[config.mk]
export PLATFORM = sky130hd
export DESIGN_NAME = run_counter
export DESIGN_NICKNAME = d
export VERILOG_FILES = /design/src/rtl/run_counter_pkg.sv /design/src/rtl/run_counter_step.sv /design/src/rtl/run_counter.sv
export SDC_FILE = /design/constraint.sdc
export NUM_CORES = 1
export LEC_CHECK = 0
export CAP_MARGIN = 20
export CORE_UTILIZATION = 52
export CTS_BUF_LIST = sky130_fd_sc_hd__clkbuf_4 sky130_fd_sc_hd__clkbuf_8 sky130_fd_sc_hd__clkbuf_16
export DETAILED_ROUTE_END_ITERATION = 6
export HOLD_SLACK_MARGIN = 0.08
export PLACE_DENSITY = 0.82
export SLEW_MARGIN = 10
export SYNTH_ARGS = -nofsm -noshare
export SYNTH_HDL_FRONTEND = slang
export SYNTH_SLANG_ARGS = --single-unit
[constraint.sdc]
create_clock -name clk -period 4.7 [get_ports clk]
set_clock_uncertainty 0.1 [all_clocks]
set_input_delay 0.47 -clock clk [delete_from_list [all_inputs] [get_ports clk]]
set_output_delay 0.47 -clock clk [all_outputs]
set_load 0.005 [all_outputs]
[src/rtl/run_counter_pkg.sv]
// Shared constants and state encoding for the run_counter family.
package run_counter_pkg;

  // Terminal-count behaviour selected by the MODE parameter.
  localparam int MODE_WRAP    = 0;
  localparam int MODE_SAT     = 1;
  localparam int MODE_ONESHOT = 2;

  // Controller states.
  typedef enum logic [1:0] {
    IDLE  = 2'd0,
    RUN   = 2'd1,
    PAUSE = 2'd2,
    DONE  = 2'd3
  } state_t;

endpackage

[src/rtl/run_counter_step.sv]
// Combinational stepping logic: next count one step toward the terminal,
// the origin to return to, and whether the count already sits at the terminal.
module run_counter_step #(
  parameter int WIDTH = 4
) (
  input  logic [WIDTH-1:0] count,
  input  logic [WIDTH-1:0] limit_q,
  input  logic             dir_q,
  output logic [WIDTH-1:0] next_count,
  output logic [WIDTH-1:0] origin,
  output logic             is_terminal
);

  localparam logic [WIDTH-1:0] ONE = {{(WIDTH-1){1'b0}}, 1'b1};

  // Up counts toward limit_q from 0; down counts toward 0 from limit_q.
  always_comb begin
    next_count  = dir_q ? (count + ONE) : (count - ONE);
    origin      = dir_q ? '0 : limit_q;
    is_terminal = dir_q ? (count == limit_q) : (count == '0);
  end

endmodule

[src/rtl/run_counter.sv]
// Start/stop event counter with programmable terminal value, direction,
// pause/resume, synchronous clear and a one-cycle terminal-count pulse.
module run_counter
  import run_counter_pkg::*;
#(
  parameter int WIDTH = 4,
  parameter int MODE  = MODE_WRAP
) (
  input  logic             clk,
  input  logic             reset,
  input  logic             start,
  input  logic             stop,
  input  logic             clear,
  input  logic             up_dn,
  input  logic [WIDTH-1:0] limit,
  output logic [WIDTH-1:0] count,
  output logic             running,
  output logic             paused,
  output logic             done,
  output logic             tc
);

  state_t           state_q, state_d;
  logic [WIDTH-1:0] count_q, count_d;
  logic [WIDTH-1:0] limit_q, limit_d;
  logic             dir_q,   dir_d;
  logic             tc_q,    tc_d;

  logic [WIDTH-1:0] next_count;
  logic [WIDTH-1:0] origin;
  logic             is_terminal;

  run_counter_step #(.WIDTH(WIDTH)) u_step (
    .count       (count_q),
    .limit_q     (limit_q),
    .dir_q       (dir_q),
    .next_count  (next_count),
    .origin      (origin),
    .is_terminal (is_terminal)
  );

  // Next-state and next-register logic; priority clear > stop > start > count.
  always_comb begin
    // NOTE: every output of this block gets a default first, so no path leaves
    // a signal unassigned and no latch is inferred.
    state_d = state_q;
    count_d = count_q;
    limit_d = limit_q;
    dir_d   = dir_q;
    tc_d    = 1'b0;

    if (clear) begin
      state_d = IDLE;
      count_d = '0;
    end else begin
      unique case (state_q)
        IDLE, DONE: begin
          // Fresh start: sample limit and direction, load the origin.
          if (start && !stop) begin
            state_d = RUN;
            limit_d = limit;
            dir_d   = up_dn;
            count_d = up_dn ? '0 : limit;
          end
        end
        RUN: begin
          if (stop) begin
            state_d = PAUSE;
          end else if (is_terminal) begin
            tc_d = 1'b1;
            if (MODE == MODE_SAT) begin
              state_d = DONE;
            end else if (MODE == MODE_ONESHOT) begin
              count_d = origin;
              state_d = DONE;
            end else begin
              count_d = origin;
            end
          end else begin
            count_d = next_count;
          end
        end
        PAUSE: begin
          // Resume keeps count, limit_q and dir_q untouched.
          if (start && !stop) begin
            state_d = RUN;
          end
        end
        default: state_d = IDLE;
      endcase
    end
  end

  // State and datapath registers with asynchronous active-high reset.
  always_ff @(posedge clk or posedge reset) begin
    // NOTE: sequential state uses non-blocking assignments so every flop
    // samples the pre-edge values regardless of statement order.
    if (reset) begin
      state_q <= IDLE;
      count_q <= '0;
      limit_q <= '0;
      dir_q   <= 1'b1;
      tc_q    <= 1'b0;
    end else begin
      state_q <= state_d;
      count_q <= count_d;
      limit_q <= limit_d;
      dir_q   <= dir_d;
      tc_q    <= tc_d;
    end
  end

  // Status flags are decoded directly from the state register.
  always_comb begin
    count   = count_q;
    tc      = tc_q;
    running = (state_q == RUN);
    paused  = (state_q == PAUSE);
    done    = (state_q == DONE);
  end

endmodule

==> report_table.html, run 1 <==
<table>
<tr><th>Metric</th><th>Value</th></tr>
<tr><th colspan="2">Timing</th></tr>
<tr><td>Fmax achieved</td><td>0.455 GHz</td></tr>
<tr><td>Post-route minimum period</td><td>2.20 ns</td></tr>
<tr><td>Unrepaired setup endpoints after global routing</td><td>no</td></tr>
<tr><td>Post-route fraction of the period consumed by the critical path</td><td>46.8%</td></tr>
<tr><td>Final hold violation count</td><td>0</td></tr>
<tr><td>Final total negative setup slack</td><td>0 ns</td></tr>
<tr><td>Setup-failing EPs final</td><td>0</td></tr>
<tr><td>Final number of max-transition violations</td><td>0</td></tr>
<tr><td>Worst Max-Slew Pin Slew</td><td>0.505 ns</td></tr>
<tr><td>Slew headroom</td><td>66.2%</td></tr>
<tr><td>Fin Hold WS</td><td>0.394 ns</td></tr>
<tr><th colspan="2">Die</th></tr>
<tr><td>I/O pin count</td><td>18</td></tr>
<tr><td>Die extent in y</td><td>41.7 um</td></tr>
<tr><td>Die width</td><td>41.7 um</td></tr>
<tr><td>Initial Utilization</td><td>59.3%</td></tr>
<tr><td>Row count</td><td>13</td></tr>
<tr><td>Total Die Area</td><td>1740 sq um</td></tr>
<tr><td>Area of the core region</td><td>1380 sq um</td></tr>
<tr><th colspan="2">Global route</th></tr>
<tr><td>All-layer global routing usage</td><td>21.6%</td></tr>
<tr><td>GR Overflow Total</td><td>0</td></tr>
<tr><td>Number of global-route vias before repair</td><td>673</td></tr>
<tr><td>Wire length of the first global-routing pass</td><td>2950 um</td></tr>
<tr><td>Antenna violations before repair</td><td>0</td></tr>
<tr><td>Pin count of the biggest net entering global routing</td><td>13</td></tr>
<tr><th colspan="2">Logic synthesis</th></tr>
<tr><td>Largest area contributor in the synthesized netlist</td><td>dfrtp_1</td></tr>
<tr><td>Unique cell type count in the Yosys netlist</td><td>34</td></tr>
<tr><td>Number of register bits inferred by synthesis</td><td>12</td></tr>
<tr><td>Share of synthesized area occupied by flip-flops and latches</td><td>36.8%</td></tr>
<tr><td>Fraction of synthesis flops using an asynchronous set or reset pin</td><td>100%</td></tr>
<tr><td>Cells taking the most area after synthesis</td><td>dfrtp_1 34%, ha_1 7.6%, mux2_1 5.5%</td></tr>
<tr><td>Number of cells produced by synthesis</td><td>81</td></tr>
<tr><td>Portion of synthesized cell area occupied by the leading cell type</td><td>33.6%</td></tr>
<tr><td>Synthesis Warnings</td><td>0</td></tr>
<tr><td>Number of enable-type register cells in the synthesized netlist</td><td>0</td></tr>
<tr><td>Netlist area before placement</td><td>820 sq um</td></tr>
<tr><td>Post-Synthesis Net Count</td><td>97</td></tr>
<tr><td>Main flop type after synthesis</td><td>dfrtp_1</td></tr>
<tr><td>Synthesized area divided by synthesized cell count</td><td>10.1 sq um</td></tr>
<tr><th colspan="2">Finish</th></tr>
<tr><td>Most common cell after layout, fill and taps aside</td><td>clkdlybuf4s50_1</td></tr>
<tr><td>Fraction of layout instances using a drive strength above 1</td><td>13.0%</td></tr>
<tr><td>Number of antenna diodes</td><td>0</td></tr>
<tr><td>Fill cells</td><td>81</td></tr>
<tr><td>Top library cells by usage in the layout, fill and taps aside</td><td>17 x clkdlybuf4s50_1, 11 x dfrtp_1, 8 x nor2_1</td></tr>
<tr><td>Non-filler instance count after layout</td><td>115</td></tr>
<tr><td>Area delta synth-&gt;final</td><td>25.6%</td></tr>
<tr><td>Fin nets</td><td>117</td></tr>
<tr><th colspan="2">Drt</th></tr>
<tr><td>Vias per Instance</td><td>5.68</td></tr>
<tr><td>Total Routed Length</td><td>1560 um</td></tr>
<tr><td>DRT antenna net count</td><td>0</td></tr>
<tr><td>Vias</td><td>653</td></tr>
<tr><td>Router iterations before antenna repair</td><td>5</td></tr>
<tr><td>Number of violations reported at the end of detailed-routing iteration 0</td><td>18</td></tr>
<tr><td>Detailed-route wire length per cell</td><td>13.6 um</td></tr>
<tr><td>DR DRC count</td><td>0</td></tr>
<tr><th colspan="2">Placement</th></tr>
<tr><td>Post-detail-place hpwl</td><td>1210 um</td></tr>
<tr><td>Placer Congestion</td><td>0.840</td></tr>
<tr><td>Number of placed instances with taps included</td><td>111</td></tr>
<tr><td>Count of port buffers added during placement</td><td>17</td></tr>
<tr><th colspan="2">Worst setup path</th></tr>
<tr><td>Total number of cells along the worst setup path</td><td>3</td></tr>
<tr><td>Reg-to-reg critical path endpoint</td><td>count[3]</td></tr>
<tr><td>Critical Path Fanout Max</td><td>8</td></tr>
<tr><td>Worst setup path class</td><td>reg2out</td></tr>
<tr><td>Family with the most delay on the worst path</td><td>buffers and inverters</td></tr>
<tr><td>Start of the worst register-to-register path</td><td>dir_q</td></tr>
<tr><td>Crit-path max cell delay</td><td>0.56 ns</td></tr>
<tr><td>Number of cells on the worst reg-to-reg path</td><td>7</td></tr>
<tr><td>Data arrival, critical path</td><td>1.63 ns</td></tr>
<tr><td>Total buffers and inverters traversed by the critical path</td><td>2</td></tr>
<tr><td>Slowest-stage cell, CP</td><td>clkdlybuf4s50_1</td></tr>
<tr><td>Startpoint Class</td><td>flip-flop</td></tr>
<tr><td>Type of destination of the critical path</td><td>output pin</td></tr>
<tr><td>R2R setup slack</td><td>2.68 ns</td></tr>
<tr><td>WP data required</td><td>4.13 ns</td></tr>
<tr><td>Series of cell instances along the critical path</td><td>inv_1 -&gt; ha_1 -&gt; clkdlybuf4s50_1</td></tr>
<tr><th colspan="2">Run status</th></tr>
<tr><td>Outcome</td><td>finished, final reports clean</td></tr>
<tr><th colspan="2">CTS</th></tr>
<tr><td>CTS clock-pin slew for the worst setup and hold paths</td><td>0.07 ns</td></tr>
<tr><td>Post-cts hold buffer count</td><td>0</td></tr>
<tr><td>Number of buffers on the longest clock path</td><td>2</td></tr>
<tr><td>Cells resized by post-CTS repair</td><td>0</td></tr>
<tr><td>Number of H-tree branching levels</td><td>1</td></tr>
<tr><td>CTS tree</td><td>built</td></tr>
<tr><td>Skew-Pair Late Insertion Delay</td><td>0.27 ns</td></tr>
<tr><td>CTS root buffer</td><td>clkbuf_4</td></tr>
<tr><td>Setup Buffers After CTS</td><td>0</td></tr>
<tr><td>Sinks on Clock Net</td><td>12</td></tr>
<tr><td>CTS Buf Count</td><td>3</td></tr>
<tr><th colspan="2">Power and ir drop</th></tr>
<tr><td>Total power per unit cell area</td><td>319 nW/um^2</td></tr>
<tr><td>Lkg Pwr</td><td>0.442 nW</td></tr>
<tr><td>Largest vdd supply drop</td><td>0.000223 V</td></tr>
<tr><th colspan="2">Run</th></tr>
<tr><td>Number of maximum-capacitance violations</td><td>0</td></tr>
<tr><th colspan="2">Min path</th></tr>
<tr><td>Worst hold path type</td><td>in2async</td></tr>
</table>
[per-layer routing]
layer	share of wire (%)	global-route usage (%)	wire length (um)
met2	47	34.4	731
met4	0.77	8.39	12
met1	46	29.1	720
met3	6.1	3.91	96
met5	0	0	0
[Yosys cell counts, drive strengths merged (2+ instances only)]
master  count
nor2b       2
inv         6
a31oi       3
nand2       5
ha          5
nor3        4
xnor2       3
o22ai       2
mux2        4
xor2        4
dfrtp      11
o21ai       2
a21oi       6
nor2        9
[how the worst max path moves through the flow]
stage                     startpoint    endpoint  slack [ns]
after floorplan                dir_q    count[3]        2.82
after global placement         clear  limit_q[2]        2.54
after detailed placement       clear  limit_q[2]        2.51
after CTS                 state_q[1]     running        2.51
after global routing      state_q[1]     running        2.41
final                     state_q[1]     running        2.50
[registers in the layout, summed over array words and instances, names as in the netlist]
register,cells
state_q,2
dir_q,1
limit_q,4
tc,1
count,4
[worst reg2reg max path: stages, from the launching register on]
cell and delay (ns):
dfstp_2 0.59, inv_1 0.09, ha_1 0.27, a21o_1 0.17, a21oi_1 0.26, xnor2_2 0.16
nor3_2 0.06, o32ai_2 0.23
[final cells by class]
| type | instances | area [sq um] | share of cell area [%] |
|---|---|---|---|
| Sequential cell | 12 | 302 | 29.3 |
| Clock buffer | 4 | 36.3 | 3.52 |
| Timing Repair Buffer | 17 | 170 | 16.5 |
| Multi-Input combinational cell | 61 | 480 | 46.7 |
| Inverter | 6 | 22.5 | 2.19 |
| Tap cell | 15 | 18.8 | 1.82 |
[per-stage QoR]
step	util, %	cell area (sq um)	worst slack [ns]	total power (W)
final	74.5	1030	2.50	0.000328
after global routing	74.5	1030	2.41	0.000353
after CTS	74.5	1030	2.51	0.000330
after detailed placement	71.9	993	2.51	0.000251
after global placement	71.9	993	2.54	0.000249
after floorplan	-	820	2.82	0.000220
[report_power, final]
| group | switching, W | leakage (nW) | internal [W] | total [W] |
|---|---|---|---|---|
| combinational | 0.0000556 | 0.267 | 0.0000562 | 0.000112 |
| sequential | 0.0000186 | 0.154 | 0.000119 | 0.000137 |
| clock | 0.0000321 | 0.0210 | 0.0000470 | 0.0000791 |
[cell families after synthesis]
kind of cell | synth area share, %
XOR/XNOR | 8.40
multiplexers | 5.50
AO/OA/AOI/OAI | 13.0
flip-flops | 36.8
AND/OR/NAND/NOR | 21.7
adder cells (fa/ha/maj) | 10.1
buffers and inverters | 4.58
No activity file was read; power rests on OpenSTA's default activity.
==> inputs of run 2 (changes only) <==
--- a/config.mk
+++ b/config.mk
@@ -6,11 +6,11 @@
 export NUM_CORES = 1
 export LEC_CHECK = 0
 export CAP_MARGIN = 20
-export CORE_UTILIZATION = 52
+export CORE_UTILIZATION = 44
 export CTS_BUF_LIST = sky130_fd_sc_hd__clkbuf_4 sky130_fd_sc_hd__clkbuf_8 sky130_fd_sc_hd__clkbuf_16
 export DETAILED_ROUTE_END_ITERATION = 6
 export HOLD_SLACK_MARGIN = 0.08
-export PLACE_DENSITY = 0.82
+export PLACE_DENSITY = 0.74
 export SLEW_MARGIN = 10
 export SYNTH_ARGS = -nofsm -noshare
 export SYNTH_HDL_FRONTEND = slang
==> constraint.sdc (replaced) <==
create_clock -name clk -period 2 [get_ports clk]
set_clock_uncertainty 0.1 [all_clocks]
set_input_delay 0.2 -clock clk [delete_from_list [all_inputs] [get_ports clk]]
set_output_delay 0.2 -clock clk [all_outputs]
set_load 0.005 [all_outputs]
==> report_table.html, run 2 (synthesis results as in run 1) <==
<table>
<tr><th>Metric</th><th>Value</th></tr>
<tr><th colspan="2">Run status</th></tr>
<tr><td>Outcome</td><td>finished, final reports clean</td></tr>
<tr><th colspan="2">CTS</th></tr>
<tr><td>CTS Buf Count</td><td>3</td></tr>
<tr><td>Sinks on Clock Net</td><td>12</td></tr>
<tr><td>Setup Buffers After CTS</td><td>0</td></tr>
<tr><td>Post-cts hold buffer count</td><td>0</td></tr>
<tr><td>CTS root buffer</td><td>clkbuf_4</td></tr>
<tr><td>CTS tree</td><td>built</td></tr>
<tr><td>Cells resized by post-CTS repair</td><td>0</td></tr>
<tr><td>Skew-Pair Late Insertion Delay</td><td>0.28 ns</td></tr>
<tr><td>Number of H-tree branching levels</td><td>1</td></tr>
<tr><td>Number of buffers on the longest clock path</td><td>2</td></tr>
<tr><td>CTS clock-pin slew for the worst setup and hold paths</td><td>0.08 ns</td></tr>
<tr><th colspan="2">Die</th></tr>
<tr><td>Row count</td><td>15</td></tr>
<tr><td>Die extent in y</td><td>45.2 um</td></tr>
<tr><td>Die width</td><td>45.2 um</td></tr>
<tr><td>I/O pin count</td><td>18</td></tr>
<tr><td>Total Die Area</td><td>2040 sq um</td></tr>
<tr><td>Area of the core region</td><td>1730 sq um</td></tr>
<tr><td>Initial Utilization</td><td>47.5%</td></tr>
<tr><th colspan="2">Drt</th></tr>
<tr><td>DRT antenna net count</td><td>0</td></tr>
<tr><td>Vias</td><td>710</td></tr>
<tr><td>Detailed-route wire length per cell</td><td>13.6 um</td></tr>
<tr><td>Vias per Instance</td><td>5.46</td></tr>
<tr><td>Number of violations reported at the end of detailed-routing iteration 0</td><td>13</td></tr>
<tr><td>Router iterations before antenna repair</td><td>4</td></tr>
<tr><td>DR DRC count</td><td>0</td></tr>
<tr><td>Total Routed Length</td><td>1770 um</td></tr>
<tr><th colspan="2">Global route</th></tr>
<tr><td>Number of global-route vias before repair</td><td>656</td></tr>
<tr><td>Antenna violations before repair</td><td>0</td></tr>
<tr><td>Wire length of the first global-routing pass</td><td>2990 um</td></tr>
<tr><td>Pin count of the biggest net entering global routing</td><td>13</td></tr>
<tr><td>GR Overflow Total</td><td>0</td></tr>
<tr><td>All-layer global routing usage</td><td>20.8%</td></tr>
<tr><th colspan="2">Placement</th></tr>
<tr><td>Placer Congestion</td><td>0.787</td></tr>
<tr><td>Count of port buffers added during placement</td><td>17</td></tr>
<tr><td>Post-detail-place hpwl</td><td>1310 um</td></tr>
<tr><td>Number of placed instances with taps included</td><td>126</td></tr>
<tr><td>Worst slack after detailed placement</td><td>0.0342 ns</td></tr>
<tr><th colspan="2">Finish</th></tr>
<tr><td>Area delta synth-&gt;final</td><td>31.8%</td></tr>
<tr><td>Area used by multi-input combinational logic</td><td>487 sq um</td></tr>
<tr><td>Non-filler instance count after layout</td><td>130</td></tr>
<tr><td>Top library cells by usage in the layout, fill and taps aside</td><td>17 x clkdlybuf4s50_1, 11 x dfrtp_1, 8 x nor2_1</td></tr>
<tr><td>Fill cells</td><td>157</td></tr>
<tr><td>Fin nets</td><td>122</td></tr>
<tr><td>Fraction of layout instances using a drive strength above 1</td><td>20.0%</td></tr>
<tr><td>Most common cell after layout, fill and taps aside</td><td>clkdlybuf4s50_1</td></tr>
<tr><td>Sequential cell area</td><td>302 sq um</td></tr>
<tr><td>Number of antenna diodes</td><td>0</td></tr>
<tr><th colspan="2">Worst setup path</th></tr>
<tr><td>Worst setup path class</td><td>reg2out</td></tr>
<tr><td>Data arrival, critical path</td><td>1.63 ns</td></tr>
<tr><td>Startpoint Class</td><td>flip-flop</td></tr>
<tr><td>Critical Path Fanout Max</td><td>5</td></tr>
<tr><td>Type of destination of the critical path</td><td>output pin</td></tr>
<tr><td>Start of the worst register-to-register path</td><td>dir_q</td></tr>
<tr><td>Number of cells on the worst reg-to-reg path</td><td>7</td></tr>
<tr><td>Crit path from</td><td>state_q[1]</td></tr>
<tr><td>R2R setup slack</td><td>0.11 ns</td></tr>
<tr><td>Reg-to-reg critical path endpoint</td><td>count[3]</td></tr>
<tr><td>WP data required</td><td>1.70 ns</td></tr>
<tr><td>Destination of the critical timing path</td><td>running</td></tr>
<tr><th colspan="2">Timing</th></tr>
<tr><td>Unrepaired setup endpoints after global routing</td><td>no</td></tr>
<tr><td>Post-route minimum period</td><td>1.93 ns</td></tr>
<tr><td>Final worst-path setup slack</td><td>0.0726 ns</td></tr>
<tr><td>Fin Hold WS</td><td>0.128 ns</td></tr>
<tr><td>Final total negative setup slack</td><td>0 ns</td></tr>
<tr><td>Post-route fraction of the period consumed by the critical path</td><td>96.4%</td></tr>
<tr><td>Final number of max-transition violations</td><td>0</td></tr>
<tr><td>Setup-failing EPs final</td><td>0</td></tr>
<tr><td>Fmax achieved</td><td>0.519 GHz</td></tr>
<tr><td>Final hold violation count</td><td>0</td></tr>
<tr><td>Worst Max-Slew Pin Slew</td><td>0.474 ns</td></tr>
<tr><td>Slew headroom</td><td>68.4%</td></tr>
<tr><th colspan="2">Run</th></tr>
<tr><td>Number of maximum-capacitance violations</td><td>0</td></tr>
<tr><th colspan="2">Min path</th></tr>
<tr><td>Worst hold path type</td><td>in2async</td></tr>
<tr><th colspan="2">Power and ir drop</th></tr>
<tr><td>Largest vdd supply drop</td><td>0.000514 V</td></tr>
<tr><td>Total power per unit cell area</td><td>727 nW/um^2</td></tr>
<tr><td>Lkg Pwr</td><td>0.464 nW</td></tr>
</table>
## run 2: area by class of cell
class | count | area share, %
multi-input cells | 61 | 45.1
flip-flops and latches | 12 | 27.9
repair buffers | 22 | 19.2
well taps | 25 | 2.90
clock buffers | 4 | 2.78
inverters | 6 | 2.09
## run 2: how the worst min path moves through the flow
stage                       endpoint  slack, ns  startpoint
final                     state_q[1]       0.13       reset
after global routing      state_q[1]       0.18       reset
after CTS                 state_q[1]       0.15       reset
after detailed placement  limit_q[2]       0.44       reset
after global placement    limit_q[2]       0.43  limit_q[2]
after floorplan             count[0]      -0.04       reset
## run 2: metrics by stage
| step | instance area (sq um) | power (W) | utilization (%) |
|---|---|---|---|
| finish | 1080 | 0.000785 | 62.5 |
| global route | 1080 | 0.000830 | 62.5 |
| CTS | 1070 | 0.000779 | 62.2 |
| detailed placement | 1040 | 0.000604 | 60.4 |
| global placement | 1040 | 0.000597 | 60.4 |
| floorplan | 820 | 0.000518 | - |
## run 2: worst max-delay path, stage by stage, from the launching register on
cell             delay [ns]
dfrtp_1                0.41
inv_1                  0.09
ha_2                   0.21
buf_4                  0.14
clkdlybuf4s50_1        0.49
## run 2: per-layer routing
metal,track usage (%),vias up,routed length [um]
met5,0,-,0
li1,-,338,-
met1,26.0,340,783
met3,2.40,5,85
met4,10.3,0,29
met2,35.4,27,874
## run 2: where the power goes
group	internal [W]	total (W)	switching, W
sequential	0.000279	0.000319	0.0000395
combinational	0.000143	0.000288	0.000145
clock	0.0000911	0.000178	0.0000869
==> RTL change 1 (settings of run 2) <==
`WIDTH` is set to 4 in 2 places; all go to 6.
--- a/src/rtl/run_counter_step.sv
+++ b/src/rtl/run_counter_step.sv
@@ -2,5 +2,5 @@
 // the origin to return to, and whether the count already sits at the terminal.
 module run_counter_step #(
-  parameter int WIDTH = 4
+  parameter int WIDTH = 6
 ) (
   input  logic [WIDTH-1:0] count,
--- a/src/rtl/run_counter.sv
+++ b/src/rtl/run_counter.sv
@@ -4,5 +4,5 @@
   import run_counter_pkg::*;
 #(
-  parameter int WIDTH = 4,
+  parameter int WIDTH = 6,
   parameter int MODE  = MODE_WRAP
 ) (
Interface: changed (resized count and limit); port bits go from 18 to 22. No check against the original RTL was run, so the function may have changed too.
==> RTL change 1 against run 2 <==
The run now ends with setup timing left; clock power rose by 15%; synthesized cell count rose by 46%; power rose by 69%; design area rose by 47%; synthesized area rose by 38%; sequential cell count rose by 4; die area rose by 36%; maximum frequency fell by 4.5%; register-to-register slack got worse by 0.13 ns; routed wire length rose by 71%; setup slack got worse by 0.091 ns; via count rose by 52%; non-clock buffer count rose by 13; critical endpoint is now count[5].
==> RTL change 1: results (changes against run 2) <==
| Metric | Value |
|---|---|
| Sequential cell area fraction in the yosys report | 35.5% (was 36.8%) |
| Insertion delay to the later sink of the worst-skew pair | 0.30 ns (was 0.28 ns) |
| Post-placement cell area | 1510 um2 (was 1040 um2) |
| Violations in the final reports | setup timing |
| Routability cong. | 0.892 (was 0.787) |
| GRT Total Usage | 23.1% (was 20.8%) |
| Synthesized instance count | 118 (was 81) |
| Post-detail-place hpwl | 2370 um (was 1310 um) |
| Distinct cell type count after synthesis | 42 (was 34) |
| Pin count of the biggest net entering global routing | 17 (was 13) |
| Count of filler cells inserted in the layout | 192 (was 157) |
| Static Leakage | 0.652 nW (was 0.464 nW) |
| Library cell used as clock root buffer | sky130_fd_sc_hd__clkbuf_4 (unchanged) |
| Post-route setup TNS | -0.0188 ns (was 0 ns) |
| Part of the total power dissipated in sequential elements | 33.5% (was 40.6%) |
| Number of setup buffers added after CTS | 0 (unchanged) |
| Endpoints failing setup | 1 (was 0) |
| PortBufs | 21 (was 17) |
| Cell Int Power | 0.000837 W (was 0.000513 W) |
| Commonest cells in the netlist | sky130_fd_sc_hd__dfrtp_1 (15), sky130_fd_sc_hd__inv_1 (10), sky130_fd_sc_hd__a21oi_1 (8), sky130_fd_sc_hd__nand2_1 (8) (was sky130_fd_sc_hd__dfrtp_1 (11), sky130_fd_sc_hd__nor2_1 (8), sky130_fd_sc_hd__inv_1 (6)) |
| Syn nets | 138 (was 97) |
| Delay contributed by the slowest stage of the critical path | 0.56 ns (was 0.49 ns) |
| Net count of the finished layout | 176 (was 122) |
| Run status | finished, violations left (was complete, no violations) |
| Clock-pin slew on the worst setup and hold paths | 0.10 ns (was 0.08 ns) |
| Number of enable flip-flop cells after synthesis | 0 (unchanged) |
| Final setup slack of the worst path | -0.0188 ns (was 0.0726 ns) |
| First-pass GRT wire length | 4690 um (was 2990 um) |
| Critical path's top delay family | flip-flops (was buffers and inverters) |
| Total of warnings raised by yosys | 0 (unchanged) |
| Initial DRC Count | 42 (was 13) |
| CP arrival | 2.14 ns (was 1.63 ns) |
| Ratio of cells with drive above 1 in the final layout | 23.9% (was 20.0%) |
| Cell Pwr Density | 839 nW/um2 (was 727 nW/um2) |
| Final instance area | 1590 um2 (was 1080 um2) |
| Number of vias per cell | 5.84 (was 5.46) |
| DRC viols | 0 (unchanged) |
| Maximum VDD drop | 0.000643 V (was 0.000514 V) |
| Reported clock group power | 0.000204 W (was 0.000178 W) |
| Worst Max-Slew Pin Slew | 0.614 ns (was 0.474 ns) |
| CP max stage cell | sky130_fd_sc_hd__dfstp_2 (was sky130_fd_sc_hd__clkdlybuf4s50_1) |
==> RTL change 1: cell count changes after synthesis, moves of 4 or more <==
cell / run 2 / this run
sky130_fd_sc_hd__xnor2_1: 2 / 6
sky130_fd_sc_hd__inv_1: 6 / 10
sky130_fd_sc_hd__nor2_1: 8 / 4
sky130_fd_sc_hd__mux2_1: 4 / 0
sky130_fd_sc_hd__mux2_2: 0 / 6
sky130_fd_sc_hd__dfrtp_1: 11 / 15
sky130_fd_sc_hd__o21ai_0: 1 / 7
==> RTL change 1: final timing paths <==
path	end	cells after the start	slack (ns)	from
hold / removal	count[1]	2	0.16	reset
setup / recovery	count[5]	7	-0.02	dir_q
setup reg to reg	count[5]	7	-0.02	dir_q
min in group clk	dir_q	3	0.40	up_dn
max in group asynchronous	count[3]	2	1.24	reset
hold reg to reg	limit_q[2]	1	0.48	limit_q[2]
==> RTL change 1: routing by layer <==
| layer | GRT usage, % | routed length (um) |
|---|---|---|
| met3 | 3.48 | 155 |
| met2 | 38.6 | 1590 |
| met1 | 30.7 | 1260 |
| met4 | 6.58 | 25 |
| met5 | 0 | 0 |
==> RTL change 1: area by class of cell <==
class / count / share of cell area [%]
Clock buffer: 4 / 1.89
Inverter: 10 / 2.52
Multi-Input combinational cell: 90 / 48.0
Sequential cell: 16 / 25.3
Tap cell: 30 / 2.37
Timing Repair Buffer: 35 / 19.9
==> RTL change 1: logic make-up after synthesis <==
kind of cell	count (synthesis)	synth area share, %
AND/OR/NAND/NOR	35	16.9
AO/OA/AOI/OAI	32	20.4
flip-flops	16	35.5
multiplexers	7	6.85
XOR/XNOR	8	6.19
buffers and inverters	12	4.64
adder cells (fa/ha/maj)	8	9.50
==> RTL change 2 (config.mk and constraints of run 2) <==
Made on the original files. Encoding of `state_t`: now one-hot (4 bits for 4 states).
--- a/src/rtl/run_counter_pkg.sv
+++ b/src/rtl/run_counter_pkg.sv
@@ -8,9 +8,9 @@
 
   // Controller states.
-  typedef enum logic [1:0] {
-    IDLE  = 2'd0,
-    RUN   = 2'd1,
-    PAUSE = 2'd2,
-    DONE  = 2'd3
+  typedef enum logic [3:0] {
+    IDLE  = 4'b0001,
+    RUN   = 4'b0010,
+    PAUSE = 4'b0100,
+    DONE  = 4'b1000
   } state_t;
 
Check against the original RTL: no difference found for any inputs over 10 cycles, from zero or initial values and one cycle with reset high; not proved beyond that.
==> RTL change 2 against run 2 <==
Synthesized area is 2.6% higher; routed wire length is 0.68% higher; sequential cell count is 1 higher; highest routed layer unchanged; largest cell class unchanged; power is 8.8% lower; first-iteration DRC count stayed put; cell count is 1.5% lower; design area is 1.5% lower; die area is 2.5% higher; global-route usage is 0.65 points lower; combinational power is 29% lower; setup slack better by 0.091 ns; maximum frequency is 5.0% higher.
==> RTL change 2: results (changes against run 2) <==
| Metric | Value |
|---|---|
| Sequential cell area fraction in the yosys report | 39.0% (was 36.8%) |
| Run status | complete, no violations (unchanged) |
| Top area cells in the synthesized netlist | sky130_fd_sc_hd__dfrtp_1 (33%), sky130_fd_sc_hd__mux2_4 (8.9%), sky130_fd_sc_hd__dfstp_2 (6.3%) (was sky130_fd_sc_hd__dfrtp_1 (34%), sky130_fd_sc_hd__ha_1 (7.6%), sky130_fd_sc_hd__mux2_1 (5.5%)) |
| Smallest hold slack | 0.132 ns (was 0.128 ns) |
| Crit-path max FO | 8 (was 5) |
| Count of inserted antenna diode cells | 0 (unchanged) |
| Post-detail-place hpwl | 1390 um (was 1310 um) |
| Share of async-settable or async-resettable flops after synthesis | 100% (unchanged) |
| Maximum VDD drop | 0.000478 V (was 0.000514 V) |
| Synthesized-area fraction occupied by ao, oa, aoi and oai cells | 16.2% (was 13.0%) |
| Achievable frequency | 545 MHz (was 519 MHz) |
| Capturing element of the worst setup path | paused (was running) |
| Number of setup buffers added after CTS | 0 (unchanged) |
| Register-to-register setup slack | 0.22 ns (was 0.11 ns) |
| Classification of the worst-slack hold path | in -> async (unchanged) |
| Number of vias per cell | 5.55 (was 5.46) |
| Distinct cell type count after synthesis | 32 (was 34) |
| CTS buffer count | 3 (unchanged) |
| First-pass GRT wire length | 2870 um (was 2990 um) |
| Fraction of synthesized cell area in xor and xnor cells | 6.25% (was 8.40%) |
| Ratio of cells with drive above 1 in the final layout | 16.5% (was 20.0%) |
| Routability cong. | 0.871 (was 0.787) |
| Post-synthesis mux area share | 10.1% (was 5.50%) |
| Synth Area in Adders | 5.36% (was 10.1%) |
| Cell depth of the worst flop-to-flop path | 6 (was 7) |
| Mapped Avg Cell Area | 10.1 um2 (about the same) |
| Number of global-route vias before repair | 610 (was 656) |
| Clock-pin slew on the worst setup and hold paths | 0.08 ns (about the same) |
| Routed length per placed instance | 13.9 um (was 13.6 um) |
| Syn nets | 96 (was 97) |
| Crit Reg-Reg Startpoint | dir_q (unchanged) |
| Library cell used as clock root buffer | sky130_fd_sc_hd__clkbuf_4 (unchanged) |
| Net count of the finished layout | 117 (was 122) |
| Wire length after detailed routing | 1780 um (was 1770 um) |
| Commonest cells in the netlist | sky130_fd_sc_hd__dfrtp_1 (11), sky130_fd_sc_hd__o21ai_0 (7), sky130_fd_sc_hd__inv_1 (6) (was sky130_fd_sc_hd__dfrtp_1 (11), sky130_fd_sc_hd__nor2_1 (8), sky130_fd_sc_hd__inv_1 (6)) |
| Start point of the critical path | state_q[2] (was state_q[1]) |
| Detailed-router iteration count before antenna repair | 4 (unchanged) |
| Placement-stage worst setup slack | 0.173 ns (was 0.0342 ns) |
| CP arrival | 1.54 ns (was 1.63 ns) |
| Static Leakage | 0.464 nW (about the same) |
| GRT Total Usage | 20.2% (was 20.8%) |
| Antenna violations before repair | 0 (unchanged) |
| Pin count of the biggest net entering global routing | 14 (was 13) |
| Number of gates resized after CTS | 0 (unchanged) |
| PortBufs | 16 (was 17) |
==> RTL change 2: changes by cell type after synthesis, moves of 3 or more <==
cell                      delta
sky130_fd_sc_hd__nor2_1      -4
sky130_fd_sc_hd__nand3_1     +3
sky130_fd_sc_hd__nand2_1     -4
sky130_fd_sc_hd__ha_1        -3
sky130_fd_sc_hd__a32oi_1     +4
sky130_fd_sc_hd__mux2_1      -4
sky130_fd_sc_hd__mux2_4      +5
sky130_fd_sc_hd__o21ai_0     +6
sky130_fd_sc_hd__nor3_1      +3
==> RTL change 2: where the power goes <==
group	total, W	leakage [nW]	switching, W	internal (W)
Clock	0.000175	0.0184	0.0000836	0.0000910
Combinational	0.000205	0.281	0.0000856	0.000119
Sequential	0.000336	0.165	0.0000409	0.000295
Total	0.000716	0.464	0.000210	0.000506
==> RTL change 2: stage by stage <==
stage	util (%)	area, um2	power, W
4_1_cts	60.0	1060	0.000722
2_1_floorplan	-	841	0.000481
5_1_grt	60.3	1060	0.000753
3_3_place_gp	58.3	1030	0.000539
6_report	60.3	1060	0.000716
3_5_place_dp	58.3	1030	0.000545
==> RTL change 2: cell type report <==
type / instances / area [um2]
Inverter: 6 / 22.5
Multi-Input combinational cell: 62 / 477
Tap cell: 25 / 31.3
Sequential cell: 13 / 328
Fill cell: 161 / 701
Timing Repair Buffer: 18 / 175
Clock buffer: 4 / 30.0
==> RTL change 2: layer usage <==
layer	vias up	routed length, um	part of all wire, %	global-route usage [%]
met5	-	0	0	0
met1	334	838	47	28.7
met3	5	129	7.2	7.94
met2	31	782	44	26.9
met4	0	33	1.8	8.82
li1	341	-	-	-
==> RTL change 2: critical path: stages (launching register included) <==
cell and delay (ns):
sky130_fd_sc_hd__dfrtp_1 0.46, sky130_fd_sc_hd__nor3b_2 0.27, sky130_fd_sc_hd__clkdlybuf4s50_1 0.54
